==> config.mk <==
export PLATFORM = sky130hd
export DESIGN_NAME = cmd_frame_sender
export DESIGN_NICKNAME = d
export VERILOG_FILES = /design/src/rtl/cmd_frame_pkg.sv /design/src/rtl/uart_bit_timer.sv /design/src/rtl/cmd_frame_sender.sv
export SDC_FILE = /design/constraint.sdc
export NUM_CORES = 1
export LEC_CHECK = 0
export ABC_AREA = 0
export BUFFER_PORTS_ARGS = -buffer_cell sky130_fd_sc_hd__clkbuf_2
export CORE_ASPECT_RATIO = 0.5
export CORE_UTILIZATION = 40
export DETAILED_ROUTE_END_ITERATION = 6
export HOLD_SLACK_MARGIN = 0.08
export PLACE_DENSITY_LB_ADDON = 0.25
export REMOVE_ABC_BUFFERS = 1
export SYNTH_ARGS = -nofsm -noshare
export SYNTH_HDL_FRONTEND = slang
export SYNTH_SLANG_ARGS = --single-unit
==> constraint.sdc <==
create_clock -name UART_clk -period 3.01 [get_ports UART_clk]
set_input_delay 0 -clock UART_clk [delete_from_list [all_inputs] [get_ports UART_clk]]
set_output_delay 0 -clock UART_clk [all_outputs]
set_load 0.05 [all_outputs]
==> src/rtl/cmd_frame_pkg.sv <==
// Shared constants for the command frame sender: packet headers, command
// encodings, per-command byte counts, FSM state encoding and prescale floor.
package cmd_frame_pkg;

    localparam logic [7:0] HDR_REG_WRITE = 8'hAA;
    localparam logic [7:0] HDR_REG_READ  = 8'hBB;
    localparam logic [7:0] HDR_ALU_OP    = 8'hCC;
    localparam logic [7:0] HDR_ALU_NOP   = 8'hDD;

    typedef enum logic [1:0] {
        CMD_REG_WRITE = 2'd0,
        CMD_REG_READ  = 2'd1,
        CMD_ALU_OP    = 2'd2,
        CMD_ALU_NOP   = 2'd3
    } cmd_type_e;

    localparam int LEN_REG_WRITE = 3;
    localparam int LEN_REG_READ  = 2;
    localparam int LEN_ALU_OP    = 4;
    localparam int LEN_ALU_NOP   = 2;

    localparam logic [5:0] MIN_PRESCALE = 6'd4;

    typedef enum logic [2:0] {
        IDLE   = 3'd0,
        START  = 3'd1,
        DATA   = 3'd2,
        PARITY = 3'd3,
        STOP   = 3'd4,
        GAP    = 3'd5
    } state_e;

    function automatic logic [7:0] header_of(input cmd_type_e t);
        case (t)
            CMD_REG_WRITE: return HDR_REG_WRITE;
            CMD_REG_READ:  return HDR_REG_READ;
            CMD_ALU_OP:    return HDR_ALU_OP;
            default:       return HDR_ALU_NOP;
        endcase
    endfunction

    // Index of the final packet byte; the byte counter compares against this.
    function automatic logic [1:0] last_index_of(input cmd_type_e t);
        case (t)
            CMD_REG_WRITE: return 2'(LEN_REG_WRITE - 1);
            CMD_REG_READ:  return 2'(LEN_REG_READ - 1);
            CMD_ALU_OP:    return 2'(LEN_ALU_OP - 1);
            default:       return 2'(LEN_ALU_NOP - 1);
        endcase
    endfunction

endpackage

==> src/rtl/uart_bit_timer.sv <==
// Per-bit tick generator: tick marks the last cycle of a bit period of
// `prescale` cycles, pre_tick the cycle before it.
module uart_bit_timer (
    input  logic       clk,
    input  logic       rst,
    input  logic       en,
    input  logic [5:0] prescale,
    output logic       tick,
    output logic       pre_tick
);

    logic [5:0] cnt;

    assign tick     = en && (cnt == prescale - 6'd1);
    assign pre_tick = en && (cnt == prescale - 6'd2);

    // NOTE: clocked state uses non-blocking assignments so every register
    // samples the pre-edge values; blocking here would create ordering races.
    always_ff @(posedge clk) begin
        if (rst) begin
            cnt <= '0;
        end else if (en) begin
            cnt <= tick ? '0 : cnt + 6'd1;
        end
    end

endmodule

==> src/rtl/cmd_frame_sender.sv <==
// Serialises a command into 2-4 UART byte frames on TX_OUT.
// Define CMD_FRAME_PARITY_EN to add a parity bit to every frame.
module cmd_frame_sender
    import cmd_frame_pkg::*;
#(
    parameter int Data_width = 8,
    parameter int Gap_bits   = 2
) (
    input  logic                  UART_clk,
    input  logic                  RST,
    input  logic                  cmd_valid,
    output logic                  cmd_ready,
    input  logic [1:0]            cmd_type,
    input  logic [Data_width-1:0] cmd_arg0,
    input  logic [Data_width-1:0] cmd_arg1,
    input  logic [Data_width-1:0] cmd_arg2,
    input  logic [5:0]            Prescale,
    input  logic                  Parity_type,
    output logic                  TX_OUT,
    output logic                  busy,
    output logic                  pkt_done
);

    // Gap_bits must be at least 1: the FSM always passes through GAP.
    localparam int BW = (Data_width > 1) ? $clog2(Data_width) : 1;
    localparam int GW = (Gap_bits > 1) ? $clog2(Gap_bits) : 1;
    localparam logic [BW-1:0] BIT_LAST = BW'(Data_width - 1);
    localparam logic [GW-1:0] GAP_LAST = GW'(Gap_bits - 1);

    state_e                state;
    logic [BW-1:0]         bit_cnt;
    logic [GW-1:0]         gap_cnt;
    logic [1:0]            byte_cnt;
    logic [1:0]            last_byte;
    logic [5:0]            presc_q;
    logic [Data_width-1:0] byte_q [4];
    logic [Data_width-1:0] shift_q;
    logic                  tick;
    logic                  pre_tick;
    logic                  accept;
    logic                  gap_last;
    logic                  byte_last;

    assign cmd_ready = !busy;
    assign accept    = cmd_valid && cmd_ready;
    assign gap_last  = (gap_cnt == GAP_LAST);
    assign byte_last = (byte_cnt == last_byte);

`ifdef CMD_FRAME_PARITY_EN
    logic par_type_q;
    logic parity_bit;
    assign parity_bit = (^byte_q[byte_cnt]) ^ par_type_q;

    always_ff @(posedge UART_clk) begin
        if (accept) par_type_q <= Parity_type;
    end
`else
    logic unused_parity_type;
    assign unused_parity_type = Parity_type;
`endif

    uart_bit_timer u_bit_timer (
        .clk      (UART_clk),
        .rst      (RST),
        .en       (busy),
        .prescale (presc_q),
        .tick     (tick),
        .pre_tick (pre_tick)
    );

    // NOTE: payload storage is only read while busy, so it carries no reset;
    // that keeps the byte array free of reset muxing.
    always_ff @(posedge UART_clk) begin
        if (accept) begin
            byte_q[0] <= Data_width'(header_of(cmd_type_e'(cmd_type)));
            byte_q[1] <= cmd_arg0;
            byte_q[2] <= cmd_arg1;
            byte_q[3] <= cmd_arg2;
            presc_q   <= (Prescale < MIN_PRESCALE) ? MIN_PRESCALE : Prescale;
            last_byte <= last_index_of(cmd_type_e'(cmd_type));
        end
        if (tick && state == START) begin
            shift_q <= byte_q[byte_cnt] >> 1;
        end else if (tick && state == DATA) begin
            shift_q <= shift_q >> 1;
        end
    end

    // Each state drives its own bit level; transitions happen on the tick
    // closing the current bit, so every bit lasts exactly presc_q cycles.
    always_ff @(posedge UART_clk) begin
        if (RST) begin
            state    <= IDLE;
            TX_OUT   <= 1'b1;
            busy     <= 1'b0;
            pkt_done <= 1'b0;
            bit_cnt  <= '0;
            gap_cnt  <= '0;
            byte_cnt <= '0;
        end else begin
            // Registered one cycle early so the pulse lands on the last gap cycle.
            pkt_done <= (state == GAP) && gap_last && byte_last && pre_tick;
            case (state)
                IDLE: begin
                    if (accept) begin
                        state    <= START;
                        TX_OUT   <= 1'b0;
                        busy     <= 1'b1;
                        byte_cnt <= '0;
                    end
                end
                START: begin
                    if (tick) begin
                        state   <= DATA;
                        TX_OUT  <= byte_q[byte_cnt][0];
                        bit_cnt <= '0;
                    end
                end
                DATA: begin
                    if (tick) begin
                        if (bit_cnt == BIT_LAST) begin
                            bit_cnt <= '0;
`ifdef CMD_FRAME_PARITY_EN
                            state   <= PARITY;
                            TX_OUT  <= parity_bit;
`else
                            state   <= STOP;
                            TX_OUT  <= 1'b1;
`endif
                        end else begin
                            bit_cnt <= bit_cnt + 1'b1;
                            TX_OUT  <= shift_q[0];
                        end
                    end
                end
`ifdef CMD_FRAME_PARITY_EN
                PARITY: begin
                    if (tick) begin
                        state  <= STOP;
                        TX_OUT <= 1'b1;
                    end
                end
`endif
                STOP: begin
                    if (tick) begin
                        state   <= GAP;
                        TX_OUT  <= 1'b1;
                        gap_cnt <= '0;
                    end
                end
                GAP: begin
                    if (tick) begin
                        if (gap_last) begin
                            gap_cnt <= '0;
                            if (byte_last) begin
                                state    <= IDLE;
                                busy     <= 1'b0;
                                byte_cnt <= '0;
                            end else begin
                                state    <= START;
                                TX_OUT   <= 1'b0;
                                byte_cnt <= byte_cnt + 2'd1;
                            end
                        end else begin
                            gap_cnt <= gap_cnt + 1'b1;
                        end
                    end
                end
                default: begin
                    state  <= IDLE;
                    TX_OUT <= 1'b1;
                    busy   <= 1'b0;
                end
            endcase
        end
    end

endmodule

# --- Yosys cells after proc, flatten, opt, wreduce, memory -nomap -nowiden ---
# Memories as Yosys holds them, arrays and structs flattened. A register that Yosys moved wholly into a read port is not among the register bits.
# Index checks and enable logic that the tools add are counted.
totals:
  register_bits: 33
  latchBits: 0
  mem_bits_rw: 32
  rom_bits: 0
  in_bits: 36
  output_inout_bits: 4
  elab_cells: 107
  memories: 1
classes:
  n_addsub: 6
  multipliers: 0
  n_div: 0
  magnitude_cmp: 1
  n_eq_ne: 19
  shifts: 0
  n_mux: 46
  n_bitwise: 1
  n_reduce_logical: 22
memory_table:
  columns: ["name", "depth", "width", "read_ports", "rd_ports_with_merged_regs", "write_ports", "line_no", "rtl"]
  rows:
  - ["byte_q", 4, 8, 1, 1, 4, "cmd_frame_sender.sv:36", "logic [Data_width-1:0] byte_q [4];"]
ops:
  columns: ["cell", "n"]
  rows:
  - ["$mux W3", 10]
  - ["$pmux W7 S3", 1]
  - ["$mux W1", 18]
  - ["$ne A2 B2 Y1 const B", 8]
  - ["$pmux W3 S5", 1]
  - ["$mux W7", 2]
  - ["$reduce_and A7 Y1", 2]
  - ["$eq A6 B6 Y1", 2]
  - ["$mux W2", 6]
  - ["$eq A3 B3 Y1 const B", 3]
  - ["$logic_and A1 B1 Y1", 8]
  - ["$mux W8", 1]
  - ["$pmux W2 S2", 2]
  - ["$reduce_bool A2 Y1", 4]
  - ["$add A6 B1 Y6 const B", 1]
  - ["$lt A6 B3 Y1 const B", 1]
  - ["$mux W6", 1]
  - ["$pmux W3 S2", 1]
  - ["$reduce_and A3 Y1", 2]
  - ["$sub A6 B1 Y6 const B", 1]
  - ["$sub A6 B2 Y6 const B", 1]
  - ["$pmux W1 S5", 1]
  - ["$reduce_and A5 Y1", 1]
  - ["$reduce_and A4 Y1", 1]
  - ["other kinds (16)", 16]

# --- Longest topological paths before layout ---
depth:
  ltp_word: 7
  ltp_mapped: 8
  ltp_nobuf: 7

# --- Modules after synthesis ---
# From an unflattened synthesis, not the netlist that was laid out.
unflattened:
  cells_unflattened: 252
  area_unflattened_um2: 2917.8
by_module_without_submodules:
  columns: ["module", "n_inst", "cells_each", "area_per_inst_um2", "seq_area_each_um2"]
  rows:
  - ["cmd_frame_sender", 1, 187, 2362.3, 1541.5]
  - ["uart_bit_timer", 1, 65, 555.5, 120.1]

# --- Worst setup path before layout ---
# OpenSTA, ideal clock, no wires.
synth_path:
  path_kind: "reg2reg"
  start: "register busy"
  end: "register TX_OUT"
  setup_ns: 0.125
  arrival_time_ns: 2.617
  required_ns: 2.885
  path_slack_ns: 0.268
  path_stages_with_launch: 8
  n_path_buf: 1
  synth_period_minus_slack_ns: 2.742
  path_cell_list: "dfxtp_1 > buf_2 > nand2b_1 > inv_1 > o221a_2 > or4b_2 > o31ai_1 > nor3_1"
synth_between:
  elab_chain_len: 4
  word_cells_on_any_way: 9
  classes_between: "eq/ne (5); reduce/logical (4)"
synth_lines:
  columns: ["element", "line_no", "rtl"]
  rows:
  - ["start, declared", "cmd_frame_sender.sv:20", "output logic busy,"]
  - ["start signal, assigned", "cmd_frame_sender.sv:95", "busy <= 1'b0;"]
  - ["start signal, assigned", "cmd_frame_sender.sv:108", "busy <= 1'b1;"]
  - ["start signal, assigned", "cmd_frame_sender.sv:157", "busy <= 1'b0;"]
  - ["$logic_not A1 Y1", "cmd_frame_sender.sv:44", "assign cmd_ready = !busy;"]
  - ["$logic_and A1 B1 Y1", "cmd_frame_sender.sv:45", "assign accept = cmd_valid && cmd_ready;"]
  - ["net accept", "cmd_frame_sender.sv:40", "logic accept;"]
  - ["$ne A2 B2 Y1 (no source line)", null, null]
  - ["$reduce_and A7 Y1 (no source line)", null, null]
  - ["end signal, assigned", "cmd_frame_sender.sv:115", "TX_OUT <= byte_q[byte_cnt][0];"]
  - ["end signal, assigned", "cmd_frame_sender.sv:132", "TX_OUT <= shift_q[0];"]
  - ["end, declared", "cmd_frame_sender.sv:19", "output logic TX_OUT,"]
# The timed path passes the listed nets, and every way through them passes these cells.
# A chain may end at the register's enable or synchronous reset.

# --- Worst setup path after layout ---
layout_path:
  start: "register presc_q[2]"
  end: "register shift_q[1], data pin"
layout_between:
  elab_chain_len: 5
layout_lines:
  columns: ["element", "line_no", "rtl"]
  rows:
  - ["start, declared", "cmd_frame_sender.sv:35", "logic [5:0] presc_q;"]
  - ["start signal, assigned", "cmd_frame_sender.sv:79", "presc_q <= (Prescale < MIN_PRESCALE) ? MIN_PRESCALE : Prescale;"]
  - ["$sub A6 B1 Y6", "uart_bit_timer.sv:14", "assign tick = en && (cnt == prescale - 6'd1);"]
  - ["$eq A6 B6 Y1", "uart_bit_timer.sv:14", null]
  - ["$logic_and A1 B1 Y1", "uart_bit_timer.sv:14", null]
  - ["$logic_and A1 B1 Y1", "cmd_frame_sender.sv:82", "if (tick && state == START) begin"]
  - ["$mux W7", "cmd_frame_sender.sv:82", null]
  - ["end signal, assigned", "cmd_frame_sender.sv:83", "shift_q <= byte_q[byte_cnt] >> 1;"]
  - ["end signal, assigned", "cmd_frame_sender.sv:85", "shift_q <= shift_q >> 1;"]
  - ["end, declared", "cmd_frame_sender.sv:37", "logic [Data_width-1:0] shift_q;"]
# No other way between the ends.

==> results.py <==
metrics = {
    "pwr": {
        "irDropWorstVdd_uv": 397.9,
        "p_leak_nw": 1.515,
        "p_comb_frac": 0.105,
        "seqPwrFrac": 0.434,
        "pwr_density_cell_nw_per_um2": 583.2,
        "p_sw_frac": 0.2205,
        "clkPwrFrac": 0.461,
        "switching_power_mw": 0.5074,
        "p_int_mw": 1.793,
    },
    "synthesis": {
        "syn_area_sq_um": 3057,
        "avgSynthCellArea_sq_um": 12.08,
        "synthAdderAreaFrac": 0.02456,
        "synth_xor_area_frac": 0.05117,
        "async_flop_share": 0,
        "synth-edff-count": 42,
        "synth_top_family_by_area": "simple AND/OR/NAND/NOR gates",
        "synth_mux_area_frac": 0.08309,
        "yosysUniqueCellTypes": 59,
        "netlist_instances": 253,
        "synth-seq-cells": 62,
        "ys.flop_type": "edfxtp_1",
        "yosysWarnings": 0,
        "synth-simple-area-share": 0.1502,
        "yosysSeqAreaShare": 0.5436,
        "synth_compound_area_frac": 0.1052,
    },
    "routing": {
        "dr.pass1.iters": 4,
        "avgRoutedWirePerCell_microns": 14.62,
        "drt-total-wl_microns": 6156,
        "drt.antenna.violating_nets": 0,
        "drtIter0Drc": 101,
        "drc_errors": 0,
        "viasPerCell": 5.226,
        "vias": 2200,
    },
    "die": {
        "io_pins": 40,
        "fp.coreArea_sq_um": 7350,
        "fp.dieH_microns": 63.82,
        "fp.dieW_microns": 125.6,
        "initial_utilization": 0.4159,
        "rows": 22,
        "dieArea_sq_um": 8017,
    },
    "cts": {
        "numCtsBuffers": 9,
        "cts.sinks": 62,
        "cts_tree": "yes",
        "clock-root-buffer": "clkbuf_16",
        "clk_latency_ns": 0.33,
        "ctsHtreeMaxLevel": 3,
        "cts_max_path_buffers": 2,
        "cts_resized": 0,
        "cts_hold_buf": 32,
        "cts_setup_buffers": 0,
        "clkTransAtPathRegs_ns": 0.05,
    },
    "worst_setup_path": {
        "worst-path-max-fanout": 6,
        "cp-end-kind": "register",
        "critical_path_class": "register to register",
        "crit_required_ns": 3.08,
        "cp-start-kind": "register",
        "cp.arrival_ns": 2.85,
    },
    "placement": {
        "gp_congestion": 0.8107,
        "dpl.hpwl_microns": 4058,
        "port_buffers": 38,
        "placed_area_sq_um": 3317,
        "place_inst": 373,
    },
    "grt": {
        "grt_pass1_vias": 2344,
        "grt.total_usage": 0.1760,
        "grt_max_degree": 37,
        "grt_pass1_wl_microns": 10650,
        "grt_overflow": 0,
        "antenna_found_initial": 0,
    },
    "finish": {
        "fill_cells": 616,
        "fin_util": 0.5368,
        "final_nets": 362,
        "regArea_sq_um": 1662,
        "areaGrowthSynthToFinish_pct": 29.06,
        "multi_input_area_sq_um": 1266,
        "fin_area_sq_um": 3945,
        "stdcell_count": 421,
        "insertedDiodeCount": 0,
        "layout-drive-gt1-share": 0.2338,
    },
    "sta": {
        "fin_tns_setup_ns": 0,
        "period_share": 0.9219,
        "setup_viol": 0,
        "min_period_ns": 2.775,
        "worst_pin_slew_ns": 0.5353,
        "holdWs_ns": 0.1371,
        "relSlewSlack": 0.6426,
        "hold_violations": 0,
        "drv_slew": 0,
        "grt_setup_unrepaired": "no",
        "fin_skew_ns": 0.004170,
        "fmax_ghz": 0.3604,
    },
    "outcome": {
        "outcome": "complete, no violations",
    },
    "min_path": {
        "hp-class": "primary input to register",
    },
    "flow_run": {
        "drv_cap": 0,
    },
}
critical path: stages (launching register included):
cell       delay (ns)
edfxtp_1         0.46
inv_2            0.11
ha_1             0.28
nor3b_2          0.27
nand3_1          0.16
a2111oi_4        0.60
nand3_2          0.27
mux2_1           0.37
per-layer routing:
| metal | global-route usage | wire length (microns) |
|---|---|---|
| met1 | 0.1970 | 2680 |
| met2 | 0.3097 | 3062 |
| met3 | 0.06449 | 348 |
| met4 | 0.06707 | 64 |
| met5 | 0 | 0 |
metrics by stage:
step | setup slack [ns] | power, mW
after floorplan | 0.2758 | 1.146
after global placement | 0.3708 | 1.214
after detailed placement | 0.2553 | 1.223
after CTS | 0.2534 | 2.321
after global routing | 0.03556 | 2.391
final | 0.2350 | 2.301
power by group through the flow:
| stage | Clock [mW] | Combinational [mW] | Sequential [mW] |
|---|---|---|---|
| floorplan | 0 | 0.125 | 1.02 |
| global placement | 0 | 0.202 | 1.01 |
| detailed placement | 0 | 0.208 | 1.01 |
| CTS | 1.08 | 0.241 | 0.998 |
| global route | 1.12 | 0.268 | 1.00 |
| finish | 1.06 | 0.242 | 0.998 |
placed cells by master (no fill, tap or decap), types with 4 or more instances in the layout:
cell	netlist	layout
a21oi_1	10	10
a32o_1	4	4
buf_4	1	5
clkbuf_16	0	9
clkbuf_2	0	38
dfxtp_1	20	20
dlygate4sd3_1	0	32
edfxtp_1	42	42
ha_1	6	6
inv_1	10	10
mux2_1	5	5
mux2i_1	4	4
mux4_2	6	6
nand2_1	14	14
nand3_1	7	7
nand4_1	6	6
nor2_1	13	13
nor2b_1	8	8
nor3_1	11	11
xnor2_1	6	6
xor2_1	10	10
cell usage after synthesis (all sizes together) (2+ instances only):
cell,number,area (sq um)
xnor2,6,52.55
inv,11,41.29
nor3,11,55.05
ha,6,75.07
mux4,6,135.1
xor2,11,103.9
nor2b,8,50.05
a311oi,3,32.53
or2,3,18.77
and3,2,12.51
nor4,2,12.51
buf,6,38.79
nand3,8,45.04
o31ai,2,15.01
nand3b,3,22.52
mux2,7,78.82
nand2,14,52.55
a32o,4,40.04
a21oi,10,50.05
nor2,13,48.80
dfxtp,20,400.4
or3,2,12.51
nor3b,3,27.52
mux2i,4,40.04
and2,2,12.51
a21o,2,15.01
clkbuf,13,48.80
edfxtp,42,1261
o32ai,2,17.52
nand4,6,37.54
worst paths after layout:
path,from,end,slack (ns),depth (start not counted)
setup / recovery,presc_q[2],shift_q[1],0.23,7
hold / removal,cmd_valid,busy,0.14,5
setup reg to reg,presc_q[2],shift_q[1],0.23,7
hold reg to reg,shift_q[2],shift_q[1],0.54,1
cell families (layout without fill, tap and decap cells):
logic type / Yosys count / after routing
buf+inv: 30 / 102
flops: 62 / 62
compound gates: 38 / 38
fa+ha+maj: 6 / 6
simple gates: 83 / 83
xor+xnor: 17 / 17
mux: 17 / 17
state kept, by name, indices dropped and copies added (netlist names), named ones only:
name             flops
shift_q              7
byte_cnt             2
bit_cnt              3
u_bit_timer.cnt      6
busy                 1
gap_cnt              1
pkt_done             1
TX_OUT               1
state                3
byte_q              27
presc_q              6
last_byte            2
layout make-up:
type                       instances  share of cell area
clock buffer                      12             0.05994
clock inverter                     4             0.01808
inverter                          11             0.01047
multi-input combinational        161              0.3210
sequential                        62              0.4212
tap                               96             0.03045
timing repair buffer              75              0.1389
No activity file was read; power rests on OpenSTA's default activity.
